<file path="src/rtl/pulse_capture.sv">
// Input-capture unit: measures the width of a pulse on an asynchronous input in
// prescaled ticks and hands the result to a consumer over valid/ready.
module pulse_capture #(
    parameter int COUNT_BITS  = 16,
    parameter int SCALER_BITS = 2,
    parameter int SYNC_STAGES = 2
) (
    input  logic                   clk,
    input  logic                   reset_n,
    input  logic                   enable,
    input  logic [SCALER_BITS-1:0] ps,
    input  logic                   edge_sel,
    input  logic                   sig_in,
    output logic                   busy,
    output logic                   cap_valid,
    input  logic                   cap_ready,
    output logic [COUNT_BITS-1:0]  cap_value,
    output logic                   cap_ovf
);

    // Wide enough to hold (1 << ps) - 1 for the largest encodable ps.
    localparam int SCALE_W = 1 << SCALER_BITS;

    typedef enum logic [1:0] {
        ST_IDLE,
        ST_ARMED,
        ST_MEASURE,
        ST_HOLD
    } state_t;

    state_t                   state_reg, state_next;
    logic [SYNC_STAGES-1:0]   sync_reg;
    logic                     hist_reg;
    logic [SCALER_BITS-1:0]   ps_l_reg;
    logic                     edge_sel_l_reg;
    logic                     seen_idle_reg;
    logic [SCALE_W-1:0]       scaler_reg;
    logic [COUNT_BITS-1:0]    counter_reg;
    logic                     ovf_int_reg;
    logic [COUNT_BITS-1:0]    cap_value_reg;
    logic                     cap_ovf_reg;

    logic                     level;
    logic                     edge_det;
    logic                     start_edge;
    logic                     stop_edge;
    logic                     enter_armed;
    logic [SCALE_W-1:0]       scaler_limit;
    logic                     tick;
    logic                     count_sat;
    logic [COUNT_BITS-1:0]    counter_now;

    assign level    = sync_reg[SYNC_STAGES-1];
    assign edge_det = level ^ hist_reg;

    // edge_sel_l_reg is also the inactive level: 0 for high pulses, 1 for low pulses.
    assign start_edge = edge_det && (level != edge_sel_l_reg) && seen_idle_reg;
    assign stop_edge  = edge_det && (level == edge_sel_l_reg);

    assign scaler_limit = (SCALE_W'(1) << ps_l_reg) - SCALE_W'(1);
    assign tick         = (scaler_reg == scaler_limit);
    assign count_sat    = tick && (&counter_reg);
    assign counter_now  = (tick && !count_sat) ? counter_reg + COUNT_BITS'(1) : counter_reg;

    always_comb begin
        state_next = state_reg;
        case (state_reg)
            ST_IDLE: begin
                if (enable) state_next = ST_ARMED;
            end
            ST_ARMED: begin
                if (!enable)        state_next = ST_IDLE;
                else if (start_edge) state_next = ST_MEASURE;
            end
            ST_MEASURE: begin
                if (!enable)        state_next = ST_IDLE;
                else if (stop_edge) state_next = ST_HOLD;
            end
            ST_HOLD: begin
                if (cap_ready) state_next = enable ? ST_ARMED : ST_IDLE;
            end
            default: state_next = ST_IDLE;
        endcase
    end

    assign enter_armed = (state_next == ST_ARMED) && (state_reg != ST_ARMED);

    always_ff @(posedge clk) begin
        if (!reset_n) begin
            state_reg      <= ST_IDLE;
            sync_reg       <= '0;
            hist_reg       <= 1'b0;
            ps_l_reg       <= '0;
            edge_sel_l_reg <= 1'b0;
            seen_idle_reg  <= 1'b0;
            scaler_reg     <= '0;
            counter_reg    <= '0;
            ovf_int_reg    <= 1'b0;
            cap_value_reg  <= '0;
            cap_ovf_reg    <= 1'b0;
        end else begin
            state_reg <= state_next;
            sync_reg  <= {sync_reg[SYNC_STAGES-2:0], sig_in};
            hist_reg  <= level;

            // Configuration is frozen for the whole arm/measure/hold cycle.
            if (enter_armed) begin
                ps_l_reg       <= ps;
                edge_sel_l_reg <= edge_sel;
                seen_idle_reg  <= 1'b0;
            end else if (state_reg == ST_ARMED && level == edge_sel_l_reg) begin
                seen_idle_reg  <= 1'b1;
            end

            if (state_reg == ST_ARMED && state_next == ST_MEASURE) begin
                counter_reg <= '0;
                scaler_reg  <= '0;
                ovf_int_reg <= 1'b0;
            end else if (state_reg == ST_MEASURE) begin
                scaler_reg  <= tick ? '0 : scaler_reg + SCALE_W'(1);
                counter_reg <= counter_now;
                if (count_sat) ovf_int_reg <= 1'b1;
                if (state_next == ST_HOLD) begin
                    cap_value_reg <= counter_now;
                    cap_ovf_reg   <= ovf_int_reg | count_sat;
                end
            end
        end
    end

    assign busy      = (state_reg == ST_MEASURE);
    assign cap_valid = (state_reg == ST_HOLD);
    assign cap_value = cap_value_reg;
    assign cap_ovf   = cap_ovf_reg;

endmodule

</file>
<file path="config.mk">
export PLATFORM = sky130hd
export DESIGN_NAME = pulse_capture
export DESIGN_NICKNAME = d
export VERILOG_FILES = /design/src/rtl/pulse_capture.sv
export SDC_FILE = /design/constraint.sdc
export NUM_CORES = 1
export LEC_CHECK = 0
export CORE_ASPECT_RATIO = 1.4
export CORE_UTILIZATION = 30
export DETAILED_ROUTE_END_ITERATION = 6
export GPL_TIMING_DRIVEN = 0
export PLACE_DENSITY = 0.49
export SYNTH_ARGS = -nofsm -noshare
export SYNTH_HDL_FRONTEND = slang
export SYNTH_SLANG_ARGS = --single-unit
</file>
<file path="constraint.sdc">
create_clock -name clk -period 2.7 [get_ports clk]
set_clock_uncertainty 0.05 [all_clocks]
set_input_delay 0.54 -clock clk [delete_from_list [all_inputs] [get_ports clk]]
set_output_delay 0.54 -clock clk [all_outputs]
set_load 0.01 [all_outputs]
</file>
# Word-level counts from Yosys, hierarchy flattened
# Cells that the tools add are included.
[classes]
add_sub_neg = 3
eq_ne = 10
n_shift = 1
muxes = 10
bitwise_logic = 4
reduce_logical = 15
[ops]
columns = ["op", "n"]
rows = [
  ["$add A16 B1 Y16 const B", 1],
  ["$mux W16", 1],
  ["$reduce_and A16 Y1", 1],
  ["$mux W2", 6],
  ["$eq A2 B2 Y1 const B", 4],
  ["$logic_and A1 B1 Y1", 8],
  ["$pmux W2 S4", 1],
  ["$add A4 B1 Y4 const B", 1],
  ["$eq A2 B1 Y1 const B", 2],
  ["$eq A4 B4 Y1", 1],
  ["$mux W4", 1],
  ["$reduce_or A2 Y1", 2],
  ["$shl A1 B2 Y4 const A", 1],
  ["$sub A4 B2 Y4 const B", 1],
  ["$reduce_and A3 Y1", 1],
  ["$logic_not A2 Y1", 1],
  ["$ne A2 B1 Y1 const B", 1],
  ["$not A1 Y1", 2],
  ["$reduce_and A2 Y1", 1],
  ["$eq A1 B1 Y1", 1],
  ["$logic_not A1 Y1", 1],
  ["$mux W1", 1],
  ["$ne A1 B1 Y1", 1],
  ["$or A1 B1 Y1", 1],
  ["$xor A1 B1 Y1", 1],
]
[word_totals]
regBits = 47
in_bits = 8
out_inout_bits = 19
word_cells = 54

# Longest topological paths before layout
# Gate-level depths: netlist (run 1).
[logic_depth]
ltp_word = 10
depth_mapped = 7
depth_no_buf = 6

# Least setup slack after synthesis (run 1)
# No wires, ideal clock.
[synth_path]
path_kind = "register -> register"
start = "register counter_reg[8]"
end = "register cap_value_reg[13] (netlist: cap_value[13])"
setup_time_ns = 0.133
arrival_time_ns = 1.936
t_required_ns = 2.517
slack_ns = 0.581
stages_incl_launch_ff = 7
path_buffers = 1
period_less_slack_ns = 2.119
cell_sequence = "dfxtp_1 -> buf_2 -> nand4_1 -> or4_4 -> o2111a_1 -> a2111oi_0 -> nor3_1"
[synth_via]
elab_chain_len = 5
elab_cells_between_ends = 6
classes_between = "add/sub: 1; mux: 1; reduce/logical: 4"
[synth_lines]
columns = ["item", "line", "text"]
rows = [
  ["start: declaration", "38", "logic [COUNT_BITS-1:0] counter_reg;"],
  ["start signal: assignment", "121", "counter_reg <= counter_now;"],
  ["parallel branches: the longest is 4 deep, another holds $add A16 B1 Y16", "n/a", ""],
  ["$mux W16 *", "63", "assign counter_now = (tick && !count_sat) ? counter_reg + COUNT_BITS'(1) : counter_reg;"],
  ["end signal: assignment", "124", "cap_value_reg <= counter_now;"],
  ["end: declaration", "40", "logic [COUNT_BITS-1:0] cap_value_reg;"],
]
# Mark *: on every way between the ends.
# A chain may end at the register's enable or synchronous reset.

# Worst setup path in the final report (run 1)
[layout_path]
start = "register state_reg[0]"
end = "output busy"
[layout_via]
elab_chain_len = 1
[layout_lines]
columns = ["item", "line", "text"]
rows = [
  ["start: declaration", "31", "state_t state_reg, state_next;"],
  ["start signal: assignment", "102", "state_reg <= state_next;"],
  ["$eq A2 B2 Y1", "131", "assign busy = (state_reg == ST_MEASURE);"],
  ["end: declaration", "14", "output logic busy,"],
]
# No other way between the ends.

==> results of run 1 <==
## cells in the final DEF (no fill, tap or decap), types with 3 or more instances in the layout
cell type / instances
nand3b_1: 6
nand2b_1: 4
or3_1: 5
o21ai_0: 27
nand3_1: 13
and2_1: 6
mux2i_1: 5
dfxtp_1: 47
clkbuf_8: 5
and3_1: 5
o41ai_1: 3
a21oi_1: 25
a2111oi_2: 4
xnor2_1: 11
clkinvlp_4: 3
o31ai_1: 4
nor3b_1: 3
a21o_1: 3
a211o_1: 3
nand4_1: 9
buf_2: 4
inv_1: 6
nand2_1: 10
and4_1: 5
clkdlybuf4s50_1: 26
o211ai_1: 3
nor2_1: 8
clkbuf_1: 8
a31oi_1: 8
nor2b_1: 6
## cells by family after synthesis
kind of cell / count (synthesis) / synth area share
AOI/OAI and AO/OA: 95 / 0.270
and+or+nand+nor: 92 / 0.232
DFF: 47 / 0.378
buffers and inverters: 23 / 0.0397
xor gates and xnor gates: 13 / 0.0457
muxes: 6 / 0.0246
adders and majority gates: 2 / 0.0100
## worst paths after layout
path | slack [ns] | end | cells after the start
worst max register to register | 0.23 | counter_reg[9] | 7
worst min register to register | 0.39 | sync_reg[1] | 1
worst max-delay path | 0.13 | busy | 3
worst min-delay path | 0.39 | sync_reg[1] | 1
## timing repair
item,4_1_cts,5_1_grt
buffers inserted,1,0
endpoints found under the setup margin,1,10
resized for setup,1,2
pin swaps,0,0
## per-layer routing
| layer | wire length [µm] | up-vias | share of wire | track usage |
|---|---|---|---|---|
| met5 | 0 | - | 0 | 0 |
| li1 | - | 1127 | - | - |
| met1 | 3180 | 1109 | 0.45 | 0.211 |
| met2 | 3570 | 39 | 0.50 | 0.313 |
| met4 | 119 | 0 | 0.017 | 0.0649 |
| met3 | 248 | 12 | 0.035 | 0.0266 |
## stage by stage
| step | worst slack (ns) | TNS (ns) | area (µm²) |
|---|---|---|---|
| final | 0.134 | 0 | 2970 |
| after global routing | 0.0195 | 0 | 2970 |
| after CTS | 0.115 | 0 | 2970 |
| after detailed placement | -0.224 | -2.07 | 2880 |
| after global placement | -0.225 | -2.14 | 2880 |
| after floorplan | 0.581 | 0 | 2490 |
## power groups by stage
stage | logic [mW] | clock network [mW] | registers, mW
6_report | 0.0812 | 0.448 | 0.706
5_1_grt | 0.0887 | 0.487 | 0.708
4_1_cts | 0.0816 | 0.463 | 0.706
3_5_place_dp | 0.0811 | 0 | 0.722
3_3_place_gp | 0.0809 | 0 | 0.723
2_1_floorplan | 0.0517 | 0 | 0.720
## final cells by class
type | count | share of cell area
Tap cell | 100 | 0.0421
Sequential cell | 47 | 0.317
Inverter | 7 | 0.0101
Timing Repair Buffer | 27 | 0.0902
Clock inverter | 3 | 0.00674
Clock buffer | 5 | 0.0232
Multi-Input combinational cell | 208 | 0.488
Buffer | 14 | 0.0223
## critical path: stages, from the launching register on
cell and delay [ns]:
dfxtp_1 0.46, nand2b_1 0.47, clkinvlp_4 0.22, clkdlybuf4s50_1 0.51
==> impl_metrics.csv, run 1 <==
group,metric,value,unit
placement,routabilityCongestion,0.842,
setup_path,cp_max_fo,8,
yosys,post-synth-top-area-fraction,0.378,
yosys,synthDistinctLibCells,51,
pwr,report.power.total,1.24,mW
min_path,worst_min_delay_path_startpoint,"sync_reg[0]",
pwr,vdd_drop_max,0.173,mV
drt,postRouteWirelength,7110,µm
flow_run,maxCapViolCount,0,
yosys,synth_seq_area_share,0.378,
pwr,power.combinational.fraction,0.066,
status,status,"complete, no violations",
clock_tree,clk_path_buf_depth,2,
yosys,edff_count_synth,0,
setup_path,timing.critical_path.from_type,"register",
yosys,syn_nets,288,
timing,slew_headroom,0.456,
yosys,synth_area_leader_cell,"dfxtp_1",
setup_path,crit_type,"register to output port",
final_layout,antennaDiodeCount,0,
yosys,post_synth_inst_count,278,
setup_path,worstSetupEndpointType,"output port",
pwr,pwr-share-clk,0.362,
floorplan,initial_core_util,0.315,
timing,final_min_period_over_clock_period,0.950,
timing,clock.fmax,390,MHz
min_path,hold_class,"register to register",
floorplan,io-pin-count,27,
final_layout,finalNonFillerCells,411,
floorplan,die-area,8670,µm²
drt,drc,0,
floorplan,fp.coreArea,7890,µm²
timing,grt_setup_unrepaired,"no",
global_route,antenna_found_initial,0,
final_layout,synthToLayoutAreaGrowth,19.2,%
pwr,switchingPower,0.322,mW
final_layout,layout.area.seq,941,µm²
clock_tree,clock_latency_of_the_later_clocked_register_in_the_worst_skew_pair,0.32,ns
yosys,synth_common_cells,"dfxtp_1 (47), o21ai_0 (27), a21oi_1 (25)",
pwr,power_leakage,0.964,nW
drt,drt_first_pass_iters,4,
clock_tree,number_of_buffers_inserted_during_clock_tree_synthesis,5,
drt,dr.first_iter.drc_count,126,
placement,port_buffers,26,
yosys,synth.area.top_cells,"dfxtp_1 (38%), o21ai_0 (5.4%), a21oi_1 (5.0%)",
drt,post_drt_wl_per_cell,17.3,µm
clock_tree,htree_levels,2,
pwr,switching_share,0.261,
global_route,overflow_after_grt,0,
setup_path,r2r_path_start,"state_reg[1]",
global_route,grt_pass1_vias,2215,
final_layout,drive_gt1_frac,0.0965,
placement,placedCellCount,404,
drt,ant_nets,0,
final_layout,area_of_combinational_cells_with_multiple_inputs,1450,µm²
setup_path,data_required_time_at_the_worst_endpoint,2.11,ns
global_route,track_usage,0.175,
drt,route.vias.total,2287,
floorplan,die_y,110,µm
setup_path,worstSetupStartpoint,"state_reg[0]",
timing,transition_time_of_the_tightest_slew_check_pin,0.812,ns
global_route,maximum_number_of_pins_on_one_net_before_global_route_repair,16,
timing,finalHoldViolations,0,
yosys,yosysMostFrequentCell,"dfxtp_1",
timing,drv_slew,0,
floorplan,die_w,79.0,µm
timing,fin_crit,2.57,ns
setup_path,worst-endpoint-arrival,1.98,ns
placement,detailedPlacementHpwl,5060,µm
final_layout,final.fill_count,876,
clock_tree,clk_root_buffer_cell,"clkbuf_8",
yosys,postSynth.topFlopCell,"dfxtp_1",
final_layout,final_nets,320,
pwr,intPower,0.913,mW
yosys,post_synthesis_average_cell_area,8.96,µm²
clock_tree,worst_setup_hold_path_clk_slew,0.10,ns
clock_tree,clkSinkCount,47,
yosys,syn-cell-area,2490,µm²
pwr,pwr-share-seq,0.572,
timing,fin_hold_ws,0.394,ns
floorplan,floorplan.rows,38,
yosys,synth.yosys.warnings,0,
yosys,ys_ff_latch,47,
yosys,postSynth.asyncResetShare,0,
timing,final-setup-viol-count,0,
pwr,cellPowerDensity,416,nW/µm²
global_route,grt_first_pass_wirelength,11500,µm
clock_tree,cts_tree,"done",
final_layout,final_core_util,0.376,
clock_tree,cts_hold_buf,0,
drt,vias_per_cell,5.56,
(Power assumes the default switching activity.)
==> inputs of run 2 (changes only) <==
--- a/config.mk
+++ b/config.mk
@@ -6,10 +6,10 @@
 export NUM_CORES = 1
 export LEC_CHECK = 0
 export CORE_ASPECT_RATIO = 1.4
-export CORE_UTILIZATION = 30
+export CORE_UTILIZATION = 50
 export DETAILED_ROUTE_END_ITERATION = 6
 export GPL_TIMING_DRIVEN = 0
-export PLACE_DENSITY = 0.49
+export PLACE_DENSITY = 0.73
 export SYNTH_ARGS = -nofsm -noshare
 export SYNTH_HDL_FRONTEND = slang
 export SYNTH_SLANG_ARGS = --single-unit
==> run 2 against run 1 <==
Compared with the run above: register-to-register slack worse by 0.05 ns; wire length is 13% lower; cell count is 9.0% lower; power is 13% higher; count of clock-buffer cells in the layout is 1 higher; largest cell class unchanged; utilization is 24 points higher; combinational power is 1% lower; worst setup slack hardly changed; largest power group unchanged; final area is 0.21% lower; sequential power hardly changed.
==> impl_metrics.csv, run 2 (same netlist as run 1, synthesis figures left out) <==
group,metric,value,unit
setup_path,timing.critical_path.cells,"nand2b_2 > clkinvlp_4 > clkdlybuf4s50_1",
global_route,overflow_after_grt,0,
setup_path,r2r_path_start,"counter_reg[8]",
clock_tree,htree_levels,2,
timing,clock.fmax,390,MHz
drt,vias_per_cell,6.17,
timing,finalHoldViolations,0,
pwr,cellPowerDensity,471,nW/µm²
final_layout,leading_cell_type_in_the_layout_fill_and_taps_excluded,"dfxtp_1",
flow_run,maxCapViolCount,0,
placement,detailedPlacementHpwl,4510,µm
clock_tree,number_of_buffers_inserted_during_clock_tree_synthesis,5,
min_path,worst_min_delay_path_startpoint,"sync_reg[0]",
timing,grt_setup_unrepaired,"no",
clock_tree,clkSinkCount,47,
clock_tree,worst_setup_hold_path_clk_slew,0.09,ns
setup_path,reg2reg_setup_slack,0.18,ns
floorplan,die_y,85.5,µm
drt,postRouteWirelength,6220,µm
drt,drc,0,
global_route,grt_pass1_vias,2249,
pwr,power_leakage,0.984,nW
global_route,track_usage,0.260,
min_path,hold_class,"register to register",
setup_path,crit_slowest_cell,"clkdlybuf4s50_1",
pwr,vdd_drop_max,0.200,mV
global_route,maximum_number_of_pins_on_one_net_before_global_route_repair,15,
clock_tree,cts_tree,"done",
drt,post_drt_wl_per_cell,16.6,µm
min_path,whs_path_depth,1,
floorplan,initial_core_util,0.518,
setup_path,worst-endpoint-arrival,1.98,ns
floorplan,floorplan.rows,30,
setup_path,r2r_cells,6,
clock_tree,setup_repair_bufs_after_cts,0,
setup_path,worstSetupEndpointType,"output port",
min_path,min_delay_worst_endpoint,"sync_reg[1]",
timing,fin_hold_ws,0.394,ns
timing,final-setup-viol-count,0,
drt,drt_first_pass_iters,5,
final_layout,synthToLayoutAreaGrowth,19.0,%
drt,dr.first_iter.drc_count,154,
floorplan,fp.coreArea,4800,µm²
final_layout,antennaDiodeCount,0,
setup_path,timing.critical_path.from_type,"register",
timing,fin_crit,2.57,ns
timing,drv_slew,0,
timing,slew_headroom,0.486,
floorplan,die_w,61.6,µm
drt,route.vias.total,2309,
timing,final_min_period_over_clock_period,0.950,
clock_tree,clk_path_buf_depth,2,
setup_path,crit_type,"register to output port",
final_layout,final_nets,319,
clock_tree,clock_latency_of_the_later_clocked_register_in_the_worst_skew_pair,0.30,ns
global_route,antenna_found_initial,0,
setup_path,worstReg2RegEnd,"cap_value[13]",
placement,port_buffers,26,
setup_path,cp.depth,3,
clock_tree,cts_hold_buf,0,
pwr,report.power.total,1.40,mW
clock_tree,clk_root_buffer_cell,"clkbuf_8",
setup_path,path_buf_inv,2,
setup_path,cpPeakStageDelay,0.56,ns
final_layout,final_cell_mix,"dfxtp_1 (47), o21ai_0 (27), clkdlybuf4s50_1 (26)",
global_route,grt_first_pass_wirelength,10300,µm
setup_path,cp_max_fo,13,
floorplan,die-area,5270,µm²
floorplan,io-pin-count,27,
setup_path,crit_family,"buffers and inverters",
drt,ant_nets,0,
final_layout,drive_gt1_frac,0.0935,
setup_path,data_required_time_at_the_worst_endpoint,2.11,ns
status,status,"complete, no violations",
placement,routabilityCongestion,0.828,
timing,transition_time_of_the_tightest_slew_check_pin,0.767,ns
-- run 2: report_power, final --
part | internal (mW) | switching [mW] | total [mW]
registers | 0.698 | 0.00827 | 0.707
clock network | 0.370 | 0.240 | 0.610
logic | 0.0336 | 0.0465 | 0.0801
total | 1.10 | 0.295 | 1.40
-- run 2: layer usage --
layer,vias to the layer above,GRT usage,wire length (µm)
met5,-,0,0
met4,0,0.125,210
met3,17,0.0452,269
met2,65,0.429,3110
met1,1105,0.318,2630
li1,1122,-,-
-- run 2: worst register-to-register path, cell delays in order (launching register included) --
cell and delay, ns:
dfxtp_1 0.31, buf_2 0.19, nand4_1 0.29, or4_4 0.65, o2111a_1 0.27, a2111oi_0 0.52, nor3_1 0.11
-- run 2: final cells by class --
type,instances,area (µm²)
Timing Repair Buffer,26,260
Inverter,7,30.0
Clock inverter,2,60.1
Multi-Input combinational cell,208,1450
Sequential cell,47,941
Tap cell,64,80.1
Clock buffer,6,72.6
Buffer,14,66.3
Fill cell,433,1840
-- run 2: worst max-delay path by stage --
stage / startpoint / endpoint / slack, ns
after floorplan: counter_reg[8] / cap_value[13] / 0.58
after global placement: enable / counter_reg[10] / -0.17
after detailed placement: enable / counter_reg[4] / -0.18
after CTS: state_reg[0] / busy / 0.12
after global routing: state_reg[0] / busy / 0.03
final: state_reg[0] / busy / 0.13
-- run 2: stage by stage --
stage | instance area [µm²] | std cells | TNS, ns | utilization | setup WS [ns]
after floorplan | 2490 | 278 | 0 | - | 0.581
after global placement | 2830 | 368 | -1.60 | 0.589 | -0.170
after detailed placement | 2830 | 368 | -1.64 | 0.589 | -0.177
after CTS | 2960 | 374 | 0 | 0.616 | 0.124
after global routing | 2960 | 374 | 0 | 0.617 | 0.0336
final | 2960 | 374 | 0 | 0.617 | 0.134
-- run 2: timing repair --
item                                   in CTS  in global routing
gates resized for setup                     2                  2
setup endpoints to repair                   1                  4
endpoints found under the hold margin       0                  0
